## src/rtl/mf_trigger_ctrl.sv

```systemverilog
// Matched-filter trigger controller: per-lane magnitude threshold, post-reset fill mask,
// single-cycle trigger pulses with holdoff, handshaked threshold updates, saturating count.
module mf_trigger_ctrl #(
  parameter int NBITS        = 12,
  parameter int NSAMPS       = 8,
  parameter int HOLDOFF_BITS = 8,
  parameter int FILL_CYCLES  = 8
) (
  input  logic                        aclk,
  input  logic                        aresetn,
  input  logic [NBITS*NSAMPS-1:0]     data_i,
  input  logic [NBITS-1:0]            thresh_i,
  input  logic                        thresh_valid_i,
  output logic                        thresh_ready_o,
  input  logic [HOLDOFF_BITS-1:0]     holdoff_i,
  input  logic                        enable_i,
  output logic                        trig_o,
  output logic [$clog2(NSAMPS)-1:0]   trig_lane_o,
  output logic [15:0]                 trig_count_o,
  output logic [1:0]                  state_o
);

  localparam int LANE_W = $clog2(NSAMPS);
  localparam int FILL_W = $clog2(FILL_CYCLES + 1);

  typedef enum logic [1:0] {
    ST_FILL     = 2'd0,
    ST_ARMED    = 2'd1,
    ST_HOLDOFF  = 2'd2,
    ST_DISABLED = 2'd3
  } state_t;

  state_t                  r_state;
  state_t                  w_state_nxt;
  logic [FILL_W-1:0]       r_fill_cnt;
  logic [FILL_W-1:0]       w_fill_nxt;
  logic [HOLDOFF_BITS-1:0] r_hcnt;
  logic [HOLDOFF_BITS-1:0] w_hcnt_nxt;
  logic [NBITS-1:0]        r_thr;
  logic [NSAMPS-1:0]       r_hit;
  logic [NSAMPS-1:0]       w_hit;
  logic                    r_trig;
  logic [LANE_W-1:0]       r_lane;
  logic [LANE_W-1:0]       w_first_lane;
  logic [15:0]             r_count;
  logic                    w_fire;
  logic                    w_thresh_ready;

  // Magnitude in NBITS+1 bits so the most negative code is not folded back to negative.
  for (genvar i = 0; i < NSAMPS; i++) begin : g_lane
    logic [NBITS:0] w_ext;
    logic [NBITS:0] w_mag;
    assign w_ext    = {data_i[NBITS*i+NBITS-1], data_i[NBITS*i +: NBITS]};
    assign w_mag    = w_ext[NBITS] ? (~w_ext + 1'b1) : w_ext;
    assign w_hit[i] = (r_thr != '0) && (w_mag >= {1'b0, r_thr});
  end

  always_comb begin
    w_first_lane = '0;
    for (int i = NSAMPS - 1; i >= 0; i--) begin
      if (r_hit[i]) w_first_lane = LANE_W'(i);
    end
  end

  always_comb begin
    w_state_nxt = r_state;
    w_fill_nxt  = r_fill_cnt;
    w_hcnt_nxt  = r_hcnt;
    w_fire      = 1'b0;
    case (r_state)
      ST_FILL: begin
        w_fill_nxt = r_fill_cnt - 1'b1;
        if (r_fill_cnt == FILL_W'(1)) w_state_nxt = enable_i ? ST_ARMED : ST_DISABLED;
      end
      ST_ARMED: begin
        if (!enable_i) begin
          w_state_nxt = ST_DISABLED;
        end else if (r_hit != '0) begin
          w_fire     = 1'b1;
          w_hcnt_nxt = holdoff_i;
          if (holdoff_i != '0) w_state_nxt = ST_HOLDOFF;
        end
      end
      ST_HOLDOFF: begin
        w_hcnt_nxt = r_hcnt - 1'b1;
        if (!enable_i)                             w_state_nxt = ST_DISABLED;
        else if (r_hcnt == HOLDOFF_BITS'(1))       w_state_nxt = ST_ARMED;
      end
      ST_DISABLED: begin
        if (enable_i) w_state_nxt = ST_ARMED;
      end
      default: w_state_nxt = ST_FILL;
    endcase
  end

  assign w_thresh_ready = (r_state == ST_ARMED) || (r_state == ST_DISABLED);

  always_ff @(posedge aclk or negedge aresetn) begin
    if (!aresetn) begin
      r_state    <= ST_FILL;
      r_fill_cnt <= FILL_W'(FILL_CYCLES);
      r_hcnt     <= '0;
      r_thr      <= '0;
      r_hit      <= '0;
      r_trig     <= 1'b0;
      r_lane     <= '0;
      r_count    <= '0;
    end else begin
      r_state    <= w_state_nxt;
      r_fill_cnt <= w_fill_nxt;
      r_hcnt     <= w_hcnt_nxt;
      r_hit      <= w_hit;
      r_trig     <= w_fire;
      if (w_fire) begin
        r_lane <= w_first_lane;
        if (r_count != 16'hFFFF) r_count <= r_count + 16'd1;
      end
      // Stage 1 sees the new threshold from the next edge; a decision this cycle keeps the old one.
      if (thresh_valid_i && w_thresh_ready) r_thr <= thresh_i;
    end
  end

  assign thresh_ready_o = w_thresh_ready;
  assign trig_o         = r_trig;
  assign trig_lane_o    = r_lane;
  assign trig_count_o   = r_count;
  assign state_o        = r_state;

endmodule

```

## config.mk

```make
export PLATFORM = sky130hd
export DESIGN_NAME = mf_trigger_ctrl
export DESIGN_NICKNAME = d
export VERILOG_FILES = /design/src/rtl/mf_trigger_ctrl.sv
export SDC_FILE = /design/constraint.sdc
export NUM_CORES = 1
export LEC_CHECK = 0
export BUFFER_PORTS_ARGS = -buffer_cell sky130_fd_sc_hd__clkbuf_2
export CAP_MARGIN = 20
export CORE_MARGIN = 8
export CORE_UTILIZATION = 50
export DETAILED_ROUTE_END_ITERATION = 6
export GPL_ROUTABILITY_DRIVEN = 0
export PLACE_DENSITY_LB_ADDON = 0.25
export SETUP_SLACK_MARGIN = 0.4
export SYNTH_ARGS = -nofsm -noshare
export SYNTH_HDL_FRONTEND = slang
export SYNTH_SLANG_ARGS = --single-unit
```

## constraint.sdc

```tcl
create_clock -name aclk -period 2.2 [get_ports aclk]
set_clock_uncertainty 0.05 [all_clocks]
set_input_delay 0.33 -clock aclk [delete_from_list [all_inputs] [get_ports aclk]]
set_output_delay 0.33 -clock aclk [all_outputs]
set_load 0.05 [all_outputs]
```

==> impl_metrics.csv <==
group,metric,value,unit
clocking,clock_latency,0.29,ns
sta,setup_viol,1,
critical_path,reg2reg_depth,6,
sta,timing.final.crit_share,1.01,
sta,rsz0062_at_grt,"true",
synth,syn-cell-area,0.00609,mm²
synth,synth_top_area_frac,0.224,
power,p_per_area,773,mW/mm²
power,seqPwrFrac,0.254,
route,top_layer,"met4",
synth,synth_edf_count,0,
cells_and_area,nets,1146,
clocking,tritoncts,"built",
global_routing,grt_pass1_wl,30500,µm
route,viasPerCell,5.91,
power,ir_drop,395,µV
clocking,cts_root_buf,"clkbuf_16",
synth,synthFlopType,"dfrtp_1",
critical_path,crit_path_end_kind,"flip-flop",
flow_run,cap_violations,0,
clocking,cts.clk_slew.worst_paths,0.07,ns
synth,synth_seq_cells,54,
synth,ys_seq_area_frac,0.222,
global_routing,grt_overflow,0,
global_routing,grt_max_degree,34,
clocking,cts_buffer_depth,2,
cells_and_area,syn_to_final_growth,46.2,%
floorplanning,die_w,126,µm
synth,yosysWarnings,0,
power,p_clk_frac,0.129,
route,vias,6291,
sta,max_freq,449,MHz
sta,worst_pin_slew,0.566,ns
route,totalWireLength,19700,µm
clocking,cts_buffers,5,
power,p_sw,3.14,mW
placed_design,port_buffers,142,
synth,syn_inst,696,
floorplanning,die_area,0.0160,mm²
cells_and_area,antennaDiodeCount,0,
global_routing,grt_antenna_before_repair,0,
synth,synth.area.top_cells,"ha_1 22%, dfrtp_1 22%, xnor2_1 11%, a21oi_1 3.9%, nand2_1 3.8%",
synth,synth_top_area_cell,"ha_1",
synth,postSynth.asyncResetShare,1.00,
sta,min_period,2.23,ns
route,drt-met1-wl,7980,µm
global_routing,grt_usage,0.229,
sta,hold_viol,0,
synth,synth.distinct_cells,52,
route,ant_nets,0,
cells_and_area,final_cells,1065,
floorplanning,die_h,126,µm
floorplanning,core_area,0.0120,mm²
outcome,violations,"negative setup slack",
cells_and_area,drive_gt1_frac,0.448,
route,dr_wl_met2,10100,µm
sta,max_slew_margin,0.623,
placed_design,dp_slack,-0.382,ns
power,p_leak,4.18,nW
floorplanning,io_pins,143,
critical_path,cp.arrival,2.34,ns
placed_design,dp.cells,1030,
cells_and_area,mostFrequentLayoutCell,"clkbuf_2",
global_routing,grt_pass1_vias,6684,
route,avgRoutedWirePerCell,18.5,µm
floorplanning,rows,40,
route,drc,0,
power,p_comb_frac,0.616,
floorplanning,initial_core_util,0.509,
synth,syn_nets,925,
clocking,htree_levels,2,
outcome,run_status,"finished with violations",
power,intPower,3.74,mW
hold_path,hold_path_depth,2,
synth,syn_avg_cell_area,8.75,µm²
clocking,numClockSinks,54,
critical_path,path_class,"primary input to flip-flop",
cells_and_area,fillers,823,
route,drtIter0Drc,374,
hold_path,hold_class,"primary input to flip-flop",
critical_path,path_max_fanout,2,
power,switching_share,0.456,
sta,slew_violations,0,
route,routed-wl-met3,1080,µm
critical_path,crit_required,2.32,ns
placed_design,dpl.hpwl,14400,µm
route,dr.pass1.iters,4,
cells_and_area,final_cell_mix,"129 x clkbuf_2, 98 x ha_1, 71 x buf_4",
critical_path,worstSetupStartpointType,"primary input",
sta,worst_slack,-0.0269,ns
==> cell type report <==
type,instances,area [µm²],area share
Clock buffer,6,129,0.0145
Clock inverter,2,37.5,0.00422
Inverter,36,170,0.0191
Multi-Input combinational cell,594,5480,0.616
Sequential cell,54,1370,0.154
Tap cell,147,184,0.0207
Timing Repair Buffer,226,1530,0.172
==> per-stage QoR <==
stage	total power, mW	setup TNS, ns	instance area, µm²	utilization	hold slack (ns)
final	6.88	-0.0269	8900	0.744	0.196
after global routing	7.38	-0.0958	8900	0.744	0.213
after CTS	6.48	-0.0456	8370	0.700	0.197
after detailed placement	5.25	-1.42	7690	0.643	0.298
after global placement	5.03	-0.837	7690	0.643	0.291
after floorplan	4.10	-0.0716	6410	-	-0.0156
==> what timing repair did <==
| action | in CTS | in global routing |
|---|---|---|
| hold buffers | 1 | 0 |
| gates cloned | 2 | 0 |
| gates resized for setup | 72 | 102 |
| hold endpoints to repair | 20 | 0 |
| endpoints found under the setup margin | 19 | 33 |
| setup buffers | 18 | 6 |
| pin swaps | 78 | 57 |
==> sequential cells by signal (all words and copies together) (netlist names) <==
signal / count
r_fill_cnt: 4
r_hcnt: 8
r_hit: 8
r_thr: 12
state_o: 2
trig_count_o: 16
trig_lane_o: 3
trig_o: 1
==> power by group through the flow <==
stage               Combinational [mW]  Sequential [mW]  Clock, mW
CTS                               3.87             1.70      0.902
global route                      4.65             1.79      0.936
floorplan                         2.20             1.91          0
detailed placement                3.53             1.72          0
finish                            4.24             1.75      0.889
global placement                  3.33             1.70          0
==> worst max-delay path, stage by stage <==
cell,delay (ns)
buf_8,0.10
inv_6,0.05
ha_4,0.14
nand2b_4,0.05
or4b_4,0.50
o21ai_0,0.28
xnor2_1,0.21
ha_1,0.30
a21o_1,0.16
a21oi_1,0.14
a21oi_1,0.08
==> cells by family (layout without fill, tap and decap cells) <==
group / after synthesis / in the layout / share of synthesized area
flops: 54 / 54 / 0.222
mux: 14 / 14 / 0.0259
compound gates: 165 / 166 / 0.173
simple gates: 218 / 218 / 0.198
xor+xnor: 87 / 87 / 0.125
buf+inv: 49 / 270 / 0.0317
fa+ha+maj: 109 / 109 / 0.224
==> metal layers <==
layer	GRT usage	vias up
met5	0	-
met4	0.0786	0
met2	0.419	205
met3	0.0419	43
met1	0.262	3019
li1	-	3024
==> cell usage after synthesis, types with 3 or more instances <==
| library cell | number |
|---|---|
| o211ai_1 | 11 |
| nor2_1 | 23 |
| o31ai_1 | 21 |
| a21o_1 | 10 |
| nor3_1 | 15 |
| a21oi_1 | 48 |
| or4_1 | 3 |
| nor4_1 | 13 |
| nand2_1 | 62 |
| o41ai_1 | 10 |
| nand4_1 | 11 |
| xor2_1 | 9 |
| and3_1 | 11 |
| inv_1 | 34 |
| or3_1 | 14 |
| ha_1 | 109 |
| dfrtp_1 | 53 |
| nand3_1 | 10 |
| a211oi_1 | 7 |
| clkbuf_1 | 11 |
| xnor2_1 | 78 |
| nor4b_1 | 7 |
| nand2b_1 | 30 |
| o21ai_0 | 42 |
| nand3_2 | 5 |
| mux2_2 | 12 |
==> path summary, 6_finish.rpt <==
check                           startpoint              end  slack (ns)
setup / recovery                data_i[60]         r_hit[5]       -0.03
hold / removal                    enable_i       state_o[0]        0.20
setup reg to reg                  r_thr[0]         r_hit[5]        0.20
hold reg to reg            trig_count_o[9]  trig_count_o[9]        0.44
max in group asynchronous          aresetn  trig_count_o[9]        0.99
min in group asynchronous          aresetn        r_hcnt[1]        0.52
(Power assumes the default switching activity.)
